**src/rtl/atm_pin_entry_if.sv**
```systemverilog
// Keypad / card-reader side of the PIN collector: key strobes and stored PIN in,
// verification result and attempt/lock status out.
interface atm_pin_entry_if #(
    parameter int unsigned PIN_DIGITS = 4,
    parameter int unsigned MAX_TRIES  = 3
);
    localparam int unsigned PIN_W = 4 * PIN_DIGITS;
    localparam int unsigned CNT_W = $clog2(PIN_DIGITS + 1);
    localparam int unsigned ATT_W = $clog2(MAX_TRIES + 1);

    logic             start;
    logic             new_card;
    logic             key_valid;
    logic [3:0]       key_code;
    logic [PIN_W-1:0] stored_pin;
    logic             done;
    logic             pin_check;
    logic             timeout;
    logic             locked;
    logic [CNT_W-1:0] digit_count;
    logic [ATT_W-1:0] attempts_left;

    modport master (
        output start, new_card, key_valid, key_code, stored_pin,
        input  done, pin_check, timeout, locked, digit_count, attempts_left
    );

    modport slave (
        input  start, new_card, key_valid, key_code, stored_pin,
        output done, pin_check, timeout, locked, digit_count, attempts_left
    );
endinterface

```
**src/rtl/atm_pin_entry.sv**
```systemverilog
// Collects keypad digits, verifies them against the card PIN, tracks wrong
// attempts with card lock, and abandons an entry after keypad inactivity.
module atm_pin_entry #(
    parameter int unsigned PIN_DIGITS     = 4,
    parameter int unsigned MAX_TRIES      = 3,
    parameter int unsigned TIMEOUT_CYCLES = 1000
) (
    input logic           clk,
    input logic           reset,
    atm_pin_entry_if.slave bus
);
    localparam int unsigned PIN_W   = 4 * PIN_DIGITS;
    localparam int unsigned CNT_W   = $clog2(PIN_DIGITS + 1);
    localparam int unsigned ATT_W   = $clog2(MAX_TRIES + 1);
    localparam int unsigned TIMER_W = $clog2(TIMEOUT_CYCLES);

    localparam logic [3:0] KEY_CLEAR = 4'hA;
    localparam logic [3:0] KEY_ENTER = 4'hB;

    localparam logic [CNT_W-1:0]   CNT_FULL  = CNT_W'(PIN_DIGITS);
    localparam logic [ATT_W-1:0]   ATT_MAX   = ATT_W'(MAX_TRIES);
    localparam logic [TIMER_W-1:0] TIMER_END = TIMER_W'(TIMEOUT_CYCLES - 1);

    typedef enum logic [1:0] {
        S_IDLE,
        S_COLLECT,
        S_CHECK
    } state_t;

    state_t             state, state_n;
    logic [PIN_W-1:0]   pin_buf, pin_buf_n;
    logic [CNT_W-1:0]   digit_count, digit_count_n;
    logic [TIMER_W-1:0] timer, timer_n;
    logic [ATT_W-1:0]   attempts_left, attempts_left_n;
    logic               done, done_n;
    logic               pin_check, pin_check_n;
    logic               timeout, timeout_n;
    logic               locked, locked_n;

    // State and all registered outputs
    always_ff @(posedge clk) begin
        if (reset) begin
            state         <= S_IDLE;
            pin_buf       <= '0;
            digit_count   <= '0;
            timer         <= '0;
            attempts_left <= ATT_MAX;
            done          <= 1'b0;
            pin_check     <= 1'b0;
            timeout       <= 1'b0;
            locked        <= 1'b0;
        end else begin
            state         <= state_n;
            pin_buf       <= pin_buf_n;
            digit_count   <= digit_count_n;
            timer         <= timer_n;
            attempts_left <= attempts_left_n;
            done          <= done_n;
            pin_check     <= pin_check_n;
            timeout       <= timeout_n;
            locked        <= locked_n;
        end
    end

    // Next-state and next-output logic
    always_comb begin
        state_n         = state;
        pin_buf_n       = pin_buf;
        digit_count_n   = digit_count;
        timer_n         = timer;
        attempts_left_n = attempts_left;
        done_n          = 1'b0;
        pin_check_n     = pin_check;
        timeout_n       = timeout;
        locked_n        = locked;

        if (bus.new_card) begin
            // A fresh card aborts any open entry silently and restores the budget
            state_n         = S_IDLE;
            pin_buf_n       = '0;
            digit_count_n   = '0;
            timer_n         = '0;
            attempts_left_n = ATT_MAX;
            locked_n        = 1'b0;
            pin_check_n     = 1'b0;
            timeout_n       = 1'b0;
        end else begin
            unique case (state)
                S_IDLE: begin
                    if (bus.start) begin
                        pin_check_n = 1'b0;
                        timeout_n   = 1'b0;
                        if (locked) begin
                            done_n = 1'b1;
                        end else begin
                            state_n       = S_COLLECT;
                            pin_buf_n     = '0;
                            digit_count_n = '0;
                            timer_n       = '0;
                        end
                    end
                end

                S_COLLECT: begin
                    if (bus.start) begin
                        pin_buf_n     = '0;
                        digit_count_n = '0;
                        timer_n       = '0;
                    end else if (bus.key_valid) begin
                        timer_n = '0;
                        if (bus.key_code <= 4'h9) begin
                            if (digit_count < CNT_FULL) begin
                                pin_buf_n     = (pin_buf << 4) | PIN_W'(bus.key_code);
                                digit_count_n = digit_count + CNT_W'(1);
                            end
                        end else if (bus.key_code == KEY_CLEAR) begin
                            pin_buf_n     = '0;
                            digit_count_n = '0;
                        end else if (bus.key_code == KEY_ENTER) begin
                            if (digit_count == CNT_FULL) begin
                                state_n = S_CHECK;
                            end
                        end
                    end else if (timer == TIMER_END) begin
                        // Inactivity: close the entry without charging an attempt
                        state_n       = S_IDLE;
                        done_n        = 1'b1;
                        pin_check_n   = 1'b0;
                        timeout_n     = 1'b1;
                        pin_buf_n     = '0;
                        digit_count_n = '0;
                        timer_n       = '0;
                    end else begin
                        timer_n = timer + TIMER_W'(1);
                    end
                end

                S_CHECK: begin
                    state_n       = S_IDLE;
                    done_n        = 1'b1;
                    timeout_n     = 1'b0;
                    pin_buf_n     = '0;
                    digit_count_n = '0;
                    if (pin_buf == bus.stored_pin) begin
                        pin_check_n     = 1'b1;
                        attempts_left_n = ATT_MAX;
                    end else begin
                        pin_check_n = 1'b0;
                        if (attempts_left != '0) begin
                            attempts_left_n = attempts_left - ATT_W'(1);
                        end
                        if (attempts_left <= ATT_W'(1)) begin
                            locked_n = 1'b1;
                        end
                    end
                end

                default: begin
                    state_n = S_IDLE;
                end
            endcase
        end
    end

    assign bus.done          = done;
    assign bus.pin_check     = pin_check;
    assign bus.timeout       = timeout;
    assign bus.locked        = locked;
    assign bus.digit_count   = digit_count;
    assign bus.attempts_left = attempts_left;

endmodule

```
**src/flat_wrapper.sv**
```systemverilog
// flat-port wrapper written by rule: the top's interface ports become plain ports
module atm_pin_entry_flat 
#(
    parameter int unsigned PIN_DIGITS     = 4,
    parameter int unsigned MAX_TRIES      = 3,
    parameter int unsigned TIMEOUT_CYCLES = 1000
)
  (clk, reset, bus_start, bus_new_card, bus_key_valid, bus_key_code, bus_stored_pin, bus_done, bus_pin_check, bus_timeout, bus_locked, bus_digit_count, bus_attempts_left);
  atm_pin_entry_if #(.PIN_DIGITS(PIN_DIGITS), .MAX_TRIES(MAX_TRIES)) bus_i ();
  input logic clk;
  input logic reset;
  input wire logic [$bits(bus_i.start)-1:0] bus_start;
  input wire logic [$bits(bus_i.new_card)-1:0] bus_new_card;
  input wire logic [$bits(bus_i.key_valid)-1:0] bus_key_valid;
  input wire logic [$bits(bus_i.key_code)-1:0] bus_key_code;
  input wire logic [$bits(bus_i.stored_pin)-1:0] bus_stored_pin;
  output wire logic [$bits(bus_i.done)-1:0] bus_done;
  output wire logic [$bits(bus_i.pin_check)-1:0] bus_pin_check;
  output wire logic [$bits(bus_i.timeout)-1:0] bus_timeout;
  output wire logic [$bits(bus_i.locked)-1:0] bus_locked;
  output wire logic [$bits(bus_i.digit_count)-1:0] bus_digit_count;
  output wire logic [$bits(bus_i.attempts_left)-1:0] bus_attempts_left;
  assign bus_i.start = bus_start;
  assign bus_i.new_card = bus_new_card;
  assign bus_i.key_valid = bus_key_valid;
  assign bus_i.key_code = bus_key_code;
  assign bus_i.stored_pin = bus_stored_pin;
  assign bus_done = bus_i.done;
  assign bus_pin_check = bus_i.pin_check;
  assign bus_timeout = bus_i.timeout;
  assign bus_locked = bus_i.locked;
  assign bus_digit_count = bus_i.digit_count;
  assign bus_attempts_left = bus_i.attempts_left;
  atm_pin_entry #(.PIN_DIGITS(PIN_DIGITS), .MAX_TRIES(MAX_TRIES), .TIMEOUT_CYCLES(TIMEOUT_CYCLES)) u_core (.clk(clk), .reset(reset), .bus(bus_i));
endmodule
```
**config.mk**
```make
export PLATFORM = sky130hd
export DESIGN_NAME = atm_pin_entry_flat
export DESIGN_NICKNAME = d
export VERILOG_FILES = /design/src/rtl/atm_pin_entry_if.sv /design/src/rtl/atm_pin_entry.sv /design/src/flat_wrapper.sv
export SDC_FILE = /design/constraint.sdc
export NUM_CORES = 1
export LEC_CHECK = 0
export ABC_AREA = 1
export BUFFER_PORTS_ARGS = -buffer_cell sky130_fd_sc_hd__buf_2
export CORE_MARGIN = 4
export CORE_UTILIZATION = 54
export DETAILED_ROUTE_END_ITERATION = 12
export PLACE_DENSITY_LB_ADDON = 0.12
export SYNTH_ARGS = -nofsm -noshare
export SYNTH_HDL_FRONTEND = slang
export SYNTH_SLANG_ARGS = --single-unit
```
**constraint.sdc**
```tcl
create_clock -name clk -period 1.7 [get_ports clk]
set_input_delay 0.085 -clock clk [delete_from_list [all_inputs] [get_ports clk]]
set_output_delay 0.085 -clock clk [all_outputs]
set_load 0.03 [all_outputs]
```
==> results list <==
- The pre-antenna-repair detailed-routing pass consisted of 4 iterations.
- Crit path buffers/inverters: 1
- CP max FO: 13
- Dividing the detail-routed wire length by the instance count gives 11.1 µm.
* Clock tree sinks: 37
* Cells along the critical path: ha_2 -> nand2_1 -> nor2_2 -> nand3_2 -> nand3_4 -> nand3_4 -> clkinv_8 -> nor2_2 -> nor2_1
- Based on the critical path, the design can be clocked at up to 0.647 GHz.
- For this run, the number of Yosys warnings is 0.
* Post-Route Hold Slack: 0.154 ns
- Complex-gate fraction of the synthesized area: 0.0596
* Count of antenna-violating nets left after detailed routing: 0
* Share of async-settable or async-resettable flops after synthesis: 0
- The area growth from synthesis to layout is 15.6%.
* Final Core Density: 0.651
* Total via count after detailed routing: 2214
- Entering global routing, the biggest net connects 24 pins.
* Core Rows: 23
- Width of the die: 72.8 µm
- Avg Synthesized Cell Area: 6.32 µm²
- Clock tree synthesis inserted a total of 5 buffers.
* Routed via count divided by cell count: 4.93
- The completed layout was analyzed and its total power is 1.88 mW.
- The analysis attributes to cell leakage a power of 1.25 nW.
- XOR/XNOR share of the synthesized area: 0.0232
- No sink is reached through more buffers than the 2 on the longest clock path.
* Wire length of the first global-routing pass: 8380 µm
* Startpoint-to-endpoint class of the critical path: reg -> reg
- Peak ir drop on the vdd network: 0.000620 V
- After synthesis the cells add up to 2270 µm².
* H-tree levels: 2
- Simple-gate area share of the yosys netlist: 0.438
* Cell count after synthesis: 359
- Top delay family on crit path: simple AND/OR/NAND/NOR gates
- For the worst setup path, the data arrival time is 1.77 ns.
- Post-synth cell types: 33
- TritonCTS built the clock tree.
* Total of buffers placed on input and output ports: 33
- In the final design database the tool counted 429 nets.
- Headroom to the max-slew limit came out at 0.801.
- In the finished design, the share of the clock period the worst path needs comes to 0.910.
* Arithmetic-cell share of the synthesized area counting full adders, half adders and majority gates: 0.0276
* Estimated wirelength of the detail-placed design: 3760 µm
- Overall overflow remaining after global route: 0
- The congestion estimate from routability-driven global placement came to 0.810.
- At the pin with the least slew margin, the transition time is 0.297 ns.
- Top-level I/O count: 34
- Cell with the largest stage delay on the worst path: dfxtp_1
- Setup repair after global routing left no endpoint under its margin.
- Once placement completed, the tool counted placed cells totaling 441.
- Clock-pin slew was measured on the worst setup and hold paths at 0.07 ns.
- Die extent in y: 72.8 µm
* CORE AREA: 4030 µm²
- Clock tree skew after final layout: 0.00328 ns
- At the worst endpoint, the required time is 1.92 ns.
- Outcome: complete, no violations
- Worst setup SP type: flop
* # DRC: 0
- Of the synthesized area, sequential elements account for 0.327.
* MaxCap Viol Count: 0
- The repair_antennas step left the layout with diodes totalling 0.
- Most common cell after layout, fill and taps aside: nand2_1
- Yosys mapped a number of flops with a built-in enable equal to 0.
- Number of global-route vias before repair: 2021
* Starting density of the core: 0.563
* Combinational family with the most area after synthesis: simple AND/OR/NAND/NOR gates
- Number of antenna violations at the first check in global routing: 0
- The floorplan step defined a die boundary enclosing 5300 µm².
- Min Tclk post-route: 1.55 ns
- Number of hold violations in the final report: 0
- Power density normalized to cell area: 717 nW/µm²
- The worst setup path is captured at a flop.
- The number of max-slew violations in the final report was 0.
- The top cell types in the final layout, fill and taps aside, are nand2_1, nor2_1, inv_1.
* Fraction of final layout cells sized beyond drive strength 1: 0.213
- The worst hold path belongs to the class in -> reg.
- Post-CTS repair timing setup buffer count: 0
* Count of routing violations after the opening detailed-route iteration: 111
- The clock reaches the later pin of the worst-skew pair after 0.29 ns.
- Among all flip-flop cells after synthesis, the most frequent one is dfxtp_1.
- For this run, the total global-route usage over all layers was measured as 0.201.
- Share of synthesized area spent on multiplexers: 0.00441
- Register bit total from synthesis: 37
- When the netlist entered floorplanning its net count stood at 389.
* Routed WL: 4990 µm
- Final standard cell count with taps included and fillers excluded: 449
* Peak per-stage delay on the critical path: 0.35 ns
* Number of endpoints failing setup at the final stage: 0
- Master cell of the clock root buffer: clkbuf_8
- In the final timing run, aggregate negative setup slack is 0 ns.
kinds of logic after synthesis:
logic type      count (synthesis)
simple gates                  222
flops                          37
fa+ha+maj                       5
xor+xnor                        6
compound gates                 24
buf+inv                        64
mux                             1
per-layer routing:
layer / GRT usage / wire length [µm]
met4: 0.0738 / 107
met1: 0.252 / 2300
met5: 0 / 0
met3: 0.0592 / 272
met2: 0.327 / 2300
worst reg2reg max path, delay by kind of cell (launching register included):
family,cells,cell delay (ns)
buffers and inverters,1,0.13
DFF,1,0.35
and+or+nand+nor,7,0.80
adders and majority gates,1,0.19
repair_timing:
action	CTS	global route
setup endpoints to repair	0	20
hold buffers	0	0
gates resized for setup	0	8
registers in the layout (all words and copies together), names as in the netlist, 2 cells and up:
register                  cells
u_core.state                  2
u_core.timer                 10
u_core.pin_buf               16
u_core.bus.attempts_left      2
u_core.bus.digit_count        3
stage by stage:
stage / instance area, µm² / worst slack (ns)
5_1_grt: 2620 / 0.00430
4_1_cts: 2580 / 0.0286
2_1_floorplan: 2270 / 0.170
6_report: 2620 / 0.153
3_5_place_dp: 2500 / 0.0479
3_3_place_gp: 2500 / 0.131
synth_stat cells (2+ instances only):
cell / n / share of area
inv_2: 4 / 0.0066
a21oi_1: 12 / 0.026
or2_2: 2 / 0.0055
nand3_2: 2 / 0.0088
nor2_1: 66 / 0.11
nand2_2: 2 / 0.0055
buf_2: 5 / 0.011
a31oi_1: 2 / 0.0055
nand3_1: 22 / 0.049
o21ai_1: 3 / 0.0066
ha_1: 5 / 0.028
nor2_2: 14 / 0.039
nand4_1: 17 / 0.047
nand2_1: 92 / 0.15
inv_1: 48 / 0.079
clkbuf_1: 3 / 0.0050
xnor2_1: 2 / 0.0077
xor2_1: 4 / 0.015
o21ai_0: 3 / 0.0066
o21ai_2: 2 / 0.0077
dfxtp_1: 37 / 0.33
cell type report:
| type | count | area [µm²] |
|---|---|---|
| Clock buffer | 7 | 86.3 |
| Fill cell | 396 | 1410 |
| Inverter | 54 | 216 |
| Multi-Input combinational cell | 259 | 1280 |
| Sequential cell | 37 | 742 |
| Tap cell | 50 | 62.6 |
| Timing Repair Buffer | 42 | 233 |
worst paths after layout:
kind,startpoint,to,slack (ns),cells after the start
hold / removal,bus_start,u_core.bus.done,0.15,3
setup reg to reg,u_core.timer[1],u_core.pin_buf[6],0.15,9
setup / recovery,u_core.timer[1],u_core.pin_buf[6],0.15,9
hold reg to reg,u_core.bus.timeout,u_core.bus.timeout,0.46,2
report_power, final:
part	total (mW)	internal [mW]	switching, mW
Clock	0.608	0.321	0.287
Combinational	0.351	0.130	0.221
Sequential	0.921	0.894	0.0273
Total	1.88	1.34	0.535
No activity file was read; power rests on OpenSTA's default activity.
